`src/rtl/multi_range_pkg.sv`:
```
// Shared types, default sizes and the range-bound test for multi_range.
package multi_range_pkg;

    typedef enum logic [1:0] {
        IDLE = 2'd0,
        RUN  = 2'd1,
        DONE = 2'd2
    } state_t;

    localparam int WIDTH_DEFAULT     = 32;
    localparam int REP_WIDTH_DEFAULT = 4;

    // Comparison width for the bound test; callers sign-extend their
    // operands into it, which covers any WIDTH up to 64 (including the
    // WIDTH+1 bit sum).
    localparam int CMP_W = 66;

    // True while i is still strictly before the exclusive bound in the
    // direction of travel.
    function automatic logic in_range(
        input logic signed [CMP_W-1:0] i,
        input logic signed [CMP_W-1:0] limit,
        input logic                    step_neg
    );
        return step_neg ? (i > limit) : (i < limit);
    endfunction

endpackage

```
`src/rtl/rep_counter.sv`:
```
// Repeat-index counter: counts 0..reps_eff-1 and flags the last repeat.
// A reps value of 0 behaves as 1, so the counter then sits at 0 with tc set.
module rep_counter
    import multi_range_pkg::*;
#(
    parameter int REP_WIDTH = REP_WIDTH_DEFAULT
) (
    input  logic                 clk,
    input  logic                 rst_n,
    input  logic                 clear,
    input  logic                 en,
    input  logic [REP_WIDTH-1:0] reps,
    output logic [REP_WIDTH-1:0] count,
    output logic                 tc
);

    logic [REP_WIDTH-1:0] last_idx;

    // Highest repeat index for the latched repeat count.
    always_comb begin
        last_idx = '0;
        if (reps != '0) begin
            last_idx = reps - 1'b1;
        end
        tc = (count == last_idx);
    end

    // Clear wins over enable; on the last repeat the index wraps to 0.
    always_ff @(posedge clk or negedge rst_n) begin
        if (!rst_n) begin
            count <= '0;
        end else if (clear) begin
            count <= '0;
        end else if (en) begin
            if (tc) begin
                count <= '0;
            end else begin
                count <= count + 1'b1;
            end
        end
    end

endmodule

```
`src/rtl/multi_range.sv`:
```
// Range generator: streams range(base, limit, step), each value repeated
// reps times, over a ready/valid output with start/done control.
module multi_range
    import multi_range_pkg::*;
#(
    parameter int WIDTH     = WIDTH_DEFAULT,
    parameter int REP_WIDTH = REP_WIDTH_DEFAULT
) (
    input  logic                        _clock,
    input  logic                        _reset,
    input  logic                        _start,
    input  logic                        _ready,
    input  logic signed [WIDTH-1:0]     base,
    input  logic signed [WIDTH-1:0]     limit,
    input  logic signed [WIDTH-1:0]     step,
    input  logic        [REP_WIDTH-1:0] reps,
    output logic                        _valid,
    output logic                        _done,
    output logic signed [WIDTH-1:0]     _0,
    output logic        [REP_WIDTH-1:0] _1
);

    state_t                      state;
    logic signed [WIDTH-1:0]     i_q;
    logic signed [WIDTH-1:0]     limit_q;
    logic signed [WIDTH-1:0]     step_q;
    logic        [REP_WIDTH-1:0] reps_q;

    logic        [REP_WIDTH-1:0] r;
    logic                        tc;

    logic signed [WIDTH:0]       sum;
    logic signed [CMP_W-1:0]     sum_ext;
    logic signed [CMP_W-1:0]     limit_q_ext;
    logic signed [CMP_W-1:0]     base_ext;
    logic signed [CMP_W-1:0]     limit_ext;
    logic                        ovf;
    logic                        next_ok;
    logic                        start_empty;
    logic                        hs;
    logic                        last;

    // Next-value adder, overflow detect and bound tests for both the
    // running range and the arguments presented with _start.
    always_comb begin
        sum         = {i_q[WIDTH-1], i_q} + {step_q[WIDTH-1], step_q};
        ovf         = sum[WIDTH] ^ sum[WIDTH-1];
        sum_ext     = {{(CMP_W-WIDTH-1){sum[WIDTH]}}, sum};
        limit_q_ext = {{(CMP_W-WIDTH){limit_q[WIDTH-1]}}, limit_q};
        base_ext    = {{(CMP_W-WIDTH){base[WIDTH-1]}}, base};
        limit_ext   = {{(CMP_W-WIDTH){limit[WIDTH-1]}}, limit};

        // An overflowed sum never counts as in range, so a wrapped value
        // can never be emitted.
        next_ok     = !ovf && in_range(sum_ext, limit_q_ext, step_q[WIDTH-1]);
        start_empty = (step == '0) || !in_range(base_ext, limit_ext, step[WIDTH-1]);

        hs          = (state == RUN) && _ready;
        // Final handshake: last repeat of the last in-range value.
        last        = tc && !next_ok;
    end

    // Repeat index; held on the final handshake so _1 keeps the last
    // emitted index while DONE.
    rep_counter #(
        .REP_WIDTH (REP_WIDTH)
    ) u_rep_counter (
        .clk   (_clock),
        .rst_n (_reset),
        .clear (_start),
        .en    (hs && !last),
        .reps  (reps_q),
        .count (r),
        .tc    (tc)
    );

    // Control FSM: _start restarts from any state, including mid-run.
    always_ff @(posedge _clock or negedge _reset) begin
        if (!_reset) begin
            state <= IDLE;
        end else if (_start) begin
            state <= start_empty ? DONE : RUN;
        end else if (hs && last) begin
            state <= DONE;
        end
    end

    // Argument registers and current value; the value only advances when
    // the next one is in range, so _0 holds the last emission in DONE.
    always_ff @(posedge _clock or negedge _reset) begin
        if (!_reset) begin
            i_q     <= '0;
            limit_q <= '0;
            step_q  <= '0;
            reps_q  <= '0;
        end else if (_start) begin
            i_q     <= base;
            limit_q <= limit;
            step_q  <= step;
            reps_q  <= reps;
        end else if (hs && tc && next_ok) begin
            i_q     <= sum[WIDTH-1:0];
        end
    end

    assign _valid = (state == RUN);
    assign _done  = (state == DONE);
    assign _0     = i_q;
    assign _1     = r;

endmodule
```
`config.mk`:
```
export PLATFORM = sky130hd
export DESIGN_NAME = multi_range
export DESIGN_NICKNAME = d
export VERILOG_FILES = /design/src/rtl/multi_range_pkg.sv /design/src/rtl/rep_counter.sv /design/src/rtl/multi_range.sv
export SDC_FILE = /design/constraint.sdc
export NUM_CORES = 1
export LEC_CHECK = 0
export ABC_CLOCK_PERIOD_IN_PS = 5860
export CAP_MARGIN = 10
export CORE_ASPECT_RATIO = 1.25
export CORE_MARGIN = 2
export CORE_UTILIZATION = 30
export DETAILED_ROUTE_END_ITERATION = 8
export PLACE_DENSITY = 0.56
export SLEW_MARGIN = 5
export SYNTH_ARGS = -nofsm -noshare
export SYNTH_HDL_FRONTEND = slang
export SYNTH_SLANG_ARGS = --single-unit
```
`constraint.sdc`:
```
create_clock -name _clock -period 5.86 [get_ports _clock]
set_clock_uncertainty 0.15 [all_clocks]
set_input_delay 1.172 -clock _clock [delete_from_list [all_inputs] [get_ports _clock]]
set_output_delay 1.172 -clock _clock [all_outputs]
set_load 0.005 [all_outputs]
```
Word-level counts from Yosys, hierarchy flattened
Index checks and enable logic that the tools add are counted.
- register bits: 106
- latch bits: 0
- RAM bits: 0
- bits in read-only memories: 0
- output and inout port bits: 38
- word-level logic and storage cells: 45
- memories kept: 0
- add/subtract/negate cells: 3
- $mul: 0
- divide/modulo/power cells: 0
- magnitude comparators: 4
- equal/unequal tests: 3
- shift-type cells: 0
- mux-type cells: 11
- bitwise logic cells: 1
- reductions and logical operators: 17
- operators with widths (operator ; number):
    32-bit two-way mux ; 2
    32-bit by 32-bit adder with 33-bit output ; 1
    33-bit by 32-bit greater-than comparator with 1-bit output ; 1
    33-bit by 32-bit less-than comparator with 1-bit output ; 1
    32-bit greater-than comparator ; 1
    32-bit logical NOT ; 1
    32-bit less-than comparator ; 1
    4-bit two-way mux ; 4
    1-bit logical AND ; 7
    2-bit two-way mux ; 3
    2-bit nonzero test ; 3
    4-bit by 1-bit adder with 4-bit output (second input constant) ; 1
    4-bit equality test ; 1
    1-bit logical NOT ; 4
    4-bit nonzero test ; 1
    4-bit by 1-bit subtractor with 4-bit output (second input constant) ; 1
    2-bit by 1-bit equality test with 1-bit output (second input constant) ; 1
    2-bit equality test (second input constant) ; 1
    1-bit two-way mux ; 2
    1-bit logical OR ; 1
    1-bit XOR ; 1

Longest topological paths before layout
Gate-level depths: netlist of run 1.
- depth after elaboration: 10
- depth in mapped cells: 20

Cells and area by module
A second synthesis of run 1 with hierarchy kept.
- cells, all modules: 845
- area total of the unflattened synthesis: 7711.1 µm²
- by module, submodules not included (module ; times used ; cells each ; area each (µm²) ; sequential area each (µm²)):
    multi_range ; 1 ; 804 ; 7365.8 ; 2552.4
    rep_counter ; 1 ; 41 ; 345.3 ; 100.1

Least setup slack after synthesis of run 1
No wires, ideal clock.
- kind: register to register
- start: register i_q[0], in the netlist _0[0]
- end: register i_q[10], in the netlist _0[10]
- data arrival time: 4.757 ns
- data required time: 5.580 ns
- slack: 0.823 ns
- stages on the path, launching flop included: 21
- period minus slack after synthesis: 5.037 ns
- path through: dfrtp_1 ha_1 fa_1 a21oi_2 o211ai_2 a221oi_2 o31a_1 o31ai_1 o41ai_1 xnor2_1 ha_1 nand4_1 or3_1 nor2_1 o2bb2ai_1 a211oi_2 a22o_2 nor4_4 buf_6 mux2i_1 o21ai_1
- word-level cells in the longest chain between the ends: 6
- elaborated cells on any way between the ends: 11
- classes of those cells: 1 x add/sub; 2 x order compare; 3 x mux; 1 x bitwise; 4 x reduce/logical
- RTL lines (what ; line ; text):
    start, declared ; multi_range.sv:24 ; logic signed [WIDTH-1:0] i_q;
    start signal, assigned ; multi_range.sv:97 ; i_q <= base;
    start signal, assigned ; multi_range.sv:102 ; i_q <= sum[WIDTH-1:0];
    32-bit by 32-bit adder with 33-bit output (*) ; multi_range.sv:46 ; sum = {i_q[WIDTH-1], i_q} + {step_q[WIDTH-1], step_q};
    33-bit by 32-bit less-than comparator with 1-bit output, or another cell as far along ; multi_range_pkg.sv:25 ; return step_neg ? (i > limit) : (i < limit);
    1-bit two-way mux or 1-bit logical NOT (tied branches) ; multi_range_pkg.sv:25, multi_range.sv:55 ;
    1-bit logical AND ; multi_range.sv:55 ; next_ok = !ovf && in_range(sum_ext, limit_q_ext, step_q[WIDTH-1]);
    1-bit logical AND ; multi_range.sv:101 ; end else if (hs && tc && next_ok) begin
    2-bit nonzero test (no source line) ; - ;
Every way passes the cells marked *; elsewhere a longest branch is shown, timed or not. The select of a mux whose other input is x is not followed.
A chain may end at the register's enable or synchronous reset.

Worst setup path in the final report of run 1
- start: register i_q[0], in the netlist _0[0]
- end: register i_q[0], in the netlist _0[0]
The elaborated chain is that of the path after synthesis.

==> reports/qor.yml, run 1 <==
synth_warnings: 0
synth_area_sq_um: 7970
tightestPinTransition_ps: 969
numClockSinks: 106
track_usage_pct: 17.4
worst_r2r_endpoint: "_0[0]"
syn_area_per_cell_sq_um: 9.00
n_antenna_cell: 0
cts.path.max_buffers: 2
ant_nets: 0
crit_start: "_0[0]"
grt_pass1_vias: 6906
die_h_microns: 186
max_slew_margin_pct: 35.4
fin_crit_ps: 5380
via_per_inst: 5.06
synth_area_leaders: "dfrtp_1 33%, ha_1 15%, mux2_2 4.9%, nand2_1 4.5%, mux2i_1 4.0%"
synth_cell_type_count: 72
hold_class: "reg -> reg"
seqPwrFrac_pct: 34.3
p_switching_w: 0.000929
cts_hold_buf: 0
drtIter0Drc: 338
path_max_fanout: 18
synth_nets: 1089
antenna_found_initial: 0
grt_pass1_wl_mm: 37.3
placed_area_sq_um: 9680
multi_input_area_sq_um: 4840
path_class: "reg -> reg"
detailed_place_hpwl_mm: 19.3
worstSetupEndpointType: "register"
critPathCapture: "_0[0]"
p_int_w: 0.00159
cts.clk_slew.worst_paths_ps: 80
die_w_microns: 150
worstPathRequired_ps: 5940
rr_startpoint: "_0[0]"
leakagePower_nw: 4.42
dieArea_sq_um: 27900
place.gp.congestion: 0.899
final_common_cell: "clkdlybuf4s50_1"
met2_usage_pct: 30.6
ios: 142
clk-insertion-delay-late_ps: 370
synth_top_area_cell: "dfrtp_1"
htree_levels: 3
fill_cells: 2718
worstPathArrival_ps: 5460
synth_top_area_share_pct: 33.3
vias: 6873
hold_viol: 0
reg2reg_slack_ps: 480
mostFrequentLayoutCells: "139 x clkdlybuf4s50_1, 106 x dfrtp_1, 98 x ha_1, 96 x nand2_1, 79 x inv_1"
fin_nets: 1215
cts-root-buf: "clkbuf_16"
dp_slack_ps: 447
grtUsageMet1_pct: 21.6
cts-resized-gates: 0
setup_viol: 0
rows: 66
switching_share_pct: 36.9
start_kind: "register"
clockPowerShare_pct: 24.3
finalCoreUtilization_pct: 38.2
synthCells: 886
status: "complete, no violations"
initial_core_util_pct: 30.6
seqCellArea_sq_um: 2650
first_pass_iters: 4
cts_tree: "built"
drive_above_1_share_pct: 7.67
grt_overflow_total: 0
area_growth_pct: 25.1
post_cts_buffers: 0
grt_max_degree: 72
drc: 0
r2r_cells: 21
rsz0062_at_grt: "no"
post-route-period-util_pct: 91.8
numCtsBuffers: 9
max_freq_mhz: 186
p_comb_share_pct: 41.4
final_area_sq_um: 9970
drv_slew: 0
fin_ws_ps: 481
coreArea_sq_um: 26100
drt-wirelength-per-cell_microns: 17.6
seq_area_frac_synth_pct: 33.3
ys_seq_elements: 106
ys_async_sr_fraction_pct: 100
numPortBuffers: 141
drv_cap: 0
busiest_layer: "met2"
power_density_nw_per_um2: 252
wl_mm: 23.9
tns_ps: 0
synth-main-ff-cell: "dfrtp_1"
peakVddDrop_mv: 0.118
synth_edf_count: 0
met3_usage_pct: 2.39
synth_stat cells, types with 3 or more instances:
library cell	number
o21bai_1	5
clkbuf_1	20
a211oi_1	6
inv_1	79
mux2_2	35
o21a_1	4
and2_1	3
dlygate4sd3_1	4
nor2_1	47
buf_2	4
buf_6	4
a221oi_1	3
a21o_1	29
nand3_1	17
xnor2_1	20
xor2_1	11
a211o_1	3
dfrtp_1	106
o21ai_0	60
or3_1	3
nand4_1	20
nand3b_1	4
and4_1	3
a31oi_1	4
mux2i_1	32
nor2b_1	3
a21oi_1	47
nor3_1	13
nand2b_1	3
o21ai_1	35
nand2_1	96
ha_1	98
nor4_1	13
o31a_1	4
power by group through the flow:
stage | clock network (W) | registers, W | logic [W]
after detailed placement | 0 | 0.000877 | 0.00104
after floorplan | 0 | 0.000853 | 0.000690
after global routing | 0.000662 | 0.000873 | 0.00117
after global placement | 0 | 0.000876 | 0.00103
after CTS | 0.000629 | 0.000864 | 0.00105
final | 0.000612 | 0.000863 | 0.00104
metrics by stage:
stage	total power (W)	hold slack [ps]	cells
finish	0.00252	366	1357
global route	0.00270	389	1357
CTS	0.00254	370	1357
detailed placement	0.00192	351	1341
global placement	0.00191	344	1341
floorplan	0.00154	335	886
state kept, by name, indices dropped and copies added (netlist names):
register	count
step_q	32
reps_q	4
limit_q	32
state	2
u_rep_counter.count	4
_0	32
worst min path at each step:
stage                           from          to  cells after the start
after floorplan            step_q[0]   step_q[0]                      1
after global placement     step_q[0]   step_q[0]                      1
after detailed placement  step_q[30]  step_q[30]                      1
after CTS                 step_q[30]  step_q[30]                      1
after global routing      step_q[28]  step_q[28]                      1
final                     step_q[30]  step_q[30]                      1
per-layer routing:
layer | vias up | wire, microns
met5 | - | 0
met4 | 0 | 670
met3 | 29 | 785
met2 | 129 | 12000
met1 | 3282 | 10500
li1 | 3433 | -
final cells by class:
class                   count  share of cell area (%)
clock inverters             6                   0.489
inverters                  79                    2.97
multi-input cells         667                    48.5
well taps                 340                    4.27
flip-flops and latches    106                    26.6
clock buffers              10                    2.40
repair buffers            149                    14.8
cell families (layout without fill, tap and decap cells):
family          count (synthesis)  count (layout)  share of synthesized area [%]
compound gates                234             234                           18.6
xor+xnor                       31              31                           3.40
fa+ha+maj                      99              99                           15.6
buf+inv                       113             244                           6.09
flops                         106             106                           33.3
mux                            68              68                           9.13
simple gates                  235             235                           13.9
critical path, stage by stage (launching register included):
cell and delay, ps:
dfrtp_1 400, ha_1 240, fa_1 420, a21oi_2 190, o211ai_2 150, a221oi_2 270
buf_4 180, o31a_1 210, o31ai_1 110, or2_2 300, xor2_1 160, ha_1 330
nand4_1 170, or3_1 400, nor2_1 100, o2bb2ai_1 140, a211oi_2 70, a22o_2 310
nor4_4 330, buf_6 300, mux2i_1 240, o21ai_1 70
Power figures use the tool's default switching activity.
==> run 2, diff against run 1 <==
--- a/config.mk
+++ b/config.mk
@@ -11,7 +11,8 @@
 export CORE_MARGIN = 2
 export CORE_UTILIZATION = 30
 export DETAILED_ROUTE_END_ITERATION = 8
-export PLACE_DENSITY = 0.56
+export MAX_ROUTING_LAYER = met4
+export PLACE_DENSITY_LB_ADDON = 0.05
 export SLEW_MARGIN = 5
 export SYNTH_ARGS = -nofsm -noshare
 export SYNTH_HDL_FRONTEND = slang
==> run 2 against run 1 <==
Die area is the same. Non-clock buffer count grew 1. Critical path type unchanged. Highest routed layer unchanged. Design area grew 0.35%. Fmax shrank 1.7%. Worst setup slack lost 94 ps. Largest cell class unchanged. Core utilization grew 0.13 points. Largest power group unchanged.
==> reports/qor.yml, run 2 (synthesis gave the netlist of run 1 again) <==
dieArea_sq_um: 27900
ios: 142
switching_share_pct: 36.5
die_w_microns: 150
ant_nets: 0
cts-root-buf: "clkbuf_16"
p_int_w: 0.00162
numPortBuffers: 141
dp_slack_ps: 316
rows: 66
max_slew_margin_pct: 39.9
max_freq_mhz: 183
wl_mm: 24.8
status: "complete, no violations"
drc: 0
track_usage_pct: 18.8
worstSetupEndpointType: "register"
path_class: "reg -> reg"
numCtsBuffers: 9
leakagePower_nw: 4.43
grt_max_degree: 110
dp.cells: 1340
crit_family: "compound AO/OA/AOI/OAI gates"
area_growth_pct: 25.5
clockPowerShare_pct: 24.7
detailed_place_hpwl_mm: 19.6
cp_cell_sequence: "ha_1 -> fa_1 -> a21oi_2 -> o211ai_2 -> a221oi_2 -> buf_4 -> o31a_1 -> o31ai_1 -> or2_2 -> xor2_1 -> ha_1 -> nand4_1 -> or3_1 -> nor2_1 -> o2bb2ai_1 -> a211oi_2 -> a22o_2 -> nor4_4 -> buf_4 -> buf_12 -> mux2i_1 -> o21ai_1"
crit_buf_inv: 3
seqPwrFrac_pct: 33.9
setup_viol: 0
power_density_nw_per_um2: 254
fin_crit_ps: 5470
cts.path.max_buffers: 2
final_common_cell: "clkdlybuf4s50_1"
tns_ps: 0
fill_cells: 2781
n_antenna_cell: 0
start_kind: "register"
finalCoreUtilization_pct: 38.3
met3_usage_pct: 1.88
worstPathRequired_ps: 5940
initial_core_util_pct: 30.6
p_comb_share_pct: 41.4
die_h_microns: 186
drt-wirelength-per-cell_microns: 18.3
peakVddDrop_mv: 0.154
grt_overflow_total: 0
hold_viol: 0
met2_usage_pct: 33.0
drv_slew: 0
place.gp.congestion: 0.832
post-route-period-util_pct: 93.4
post_layout_nonfiller_instances: 1357
drive_above_1_share_pct: 7.57
path_max_fanout: 20
drtIter0Drc: 296
via_per_inst: 5.02
cts_tree: "built"
max_stage_delay_ps: 420
cts_hold_buf: 0
clk-insertion-delay-late_ps: 360
slowest_stage: "fa_1"
busiest_layer: "met2"
grt_pass1_vias: 6919
mostFrequentLayoutCells: "139 x clkdlybuf4s50_1, 106 x dfrtp_1, 98 x ha_1, 96 x nand2_1, 79 x inv_1"
tightestPinTransition_ps: 902
fin_ws_ps: 387
fin_nets: 1216
p_switching_w: 0.000929
grtUsageMet1_pct: 23.0
reg2reg_slack_ps: 390
rsz0062_at_grt: "no"
first_pass_iters: 4
hold_class: "reg -> reg"
drv_cap: 0
antenna_found_initial: 0
worstPathArrival_ps: 5560
coreArea_sq_um: 26100
htree_levels: 3
cts.clk_slew.worst_paths_ps: 80
numClockSinks: 106
grt_pass1_wl_mm: 39.0
vias: 6806
[run 2: path summary, 6_finish.rpt]
path / from / endpoint / cells after the start
max: _0[0] / _0[28] / 22
min: step_q[21] / step_q[21] / 1
max reg2reg: _0[0] / _0[28] / 22
min reg2reg: step_q[21] / step_q[21] / 1
max in group asynchronous: _reset / step_q[21] / 2
min in group asynchronous: _reset / _0[4] / 1
[run 2: metrics by stage]
stage	instance area, sq um	hold slack (ps)	power, W
after floorplan	7970	335	0.00154
after global placement	9690	347	0.00194
after detailed placement	9690	351	0.00194
after CTS	9980	369	0.00258
after global routing	10000	390	0.00274
final	10000	365	0.00255
[run 2: final cells by class]
type	instances	area, sq um	share of cell area, %
Timing Repair Buffer	150	1500	15.0
Clock buffer	11	233	2.33
Multi-Input combinational cell	667	4840	48.4
Tap cell	340	425	4.25
Clock inverter	4	53.8	0.538
Sequential cell	106	2650	26.5
Inverter	79	297	2.96
[run 2: power groups by stage]
| stage | Combinational, W | Sequential, W | Clock [W] |
|---|---|---|---|
| 5_1_grt | 0.00119 | 0.000875 | 0.000675 |
| 3_5_place_dp | 0.00106 | 0.000878 | 0 |
| 4_1_cts | 0.00107 | 0.000864 | 0.000651 |
| 6_report | 0.00105 | 0.000863 | 0.000629 |
| 2_1_floorplan | 0.000690 | 0.000853 | 0 |
| 3_3_place_gp | 0.00106 | 0.000878 | 0 |
[run 2: repair_timing]
action | 4_1_cts | 5_1_grt
resized for setup | 0 | 4
setup endpoints to repair | 0 | 13
setup buffers | 0 | 1
[run 2: per-layer routing]
metal	part of all wire, %	up-vias
met5	0	-
met4	1.7	0
met3	2.4	22
met2	51	117
met1	45	3228
li1	-	3439
[run 2: worst register-to-register path, cell delays in order, from the launching register on]
cell	delay (ps)
dfrtp_1	410
ha_1	250
fa_1	420
a21oi_2	190
o211ai_2	150
a221oi_2	260
buf_4	190
o31a_1	250
o31ai_1	140
or2_2	300
xor2_1	160
ha_1	320
nand4_1	180
or3_1	410
nor2_1	100
o2bb2ai_1	130
a211oi_2	70
a22o_2	310
nor4_4	240
buf_4	180
buf_12	200
mux2i_1	250
o21ai_1	70
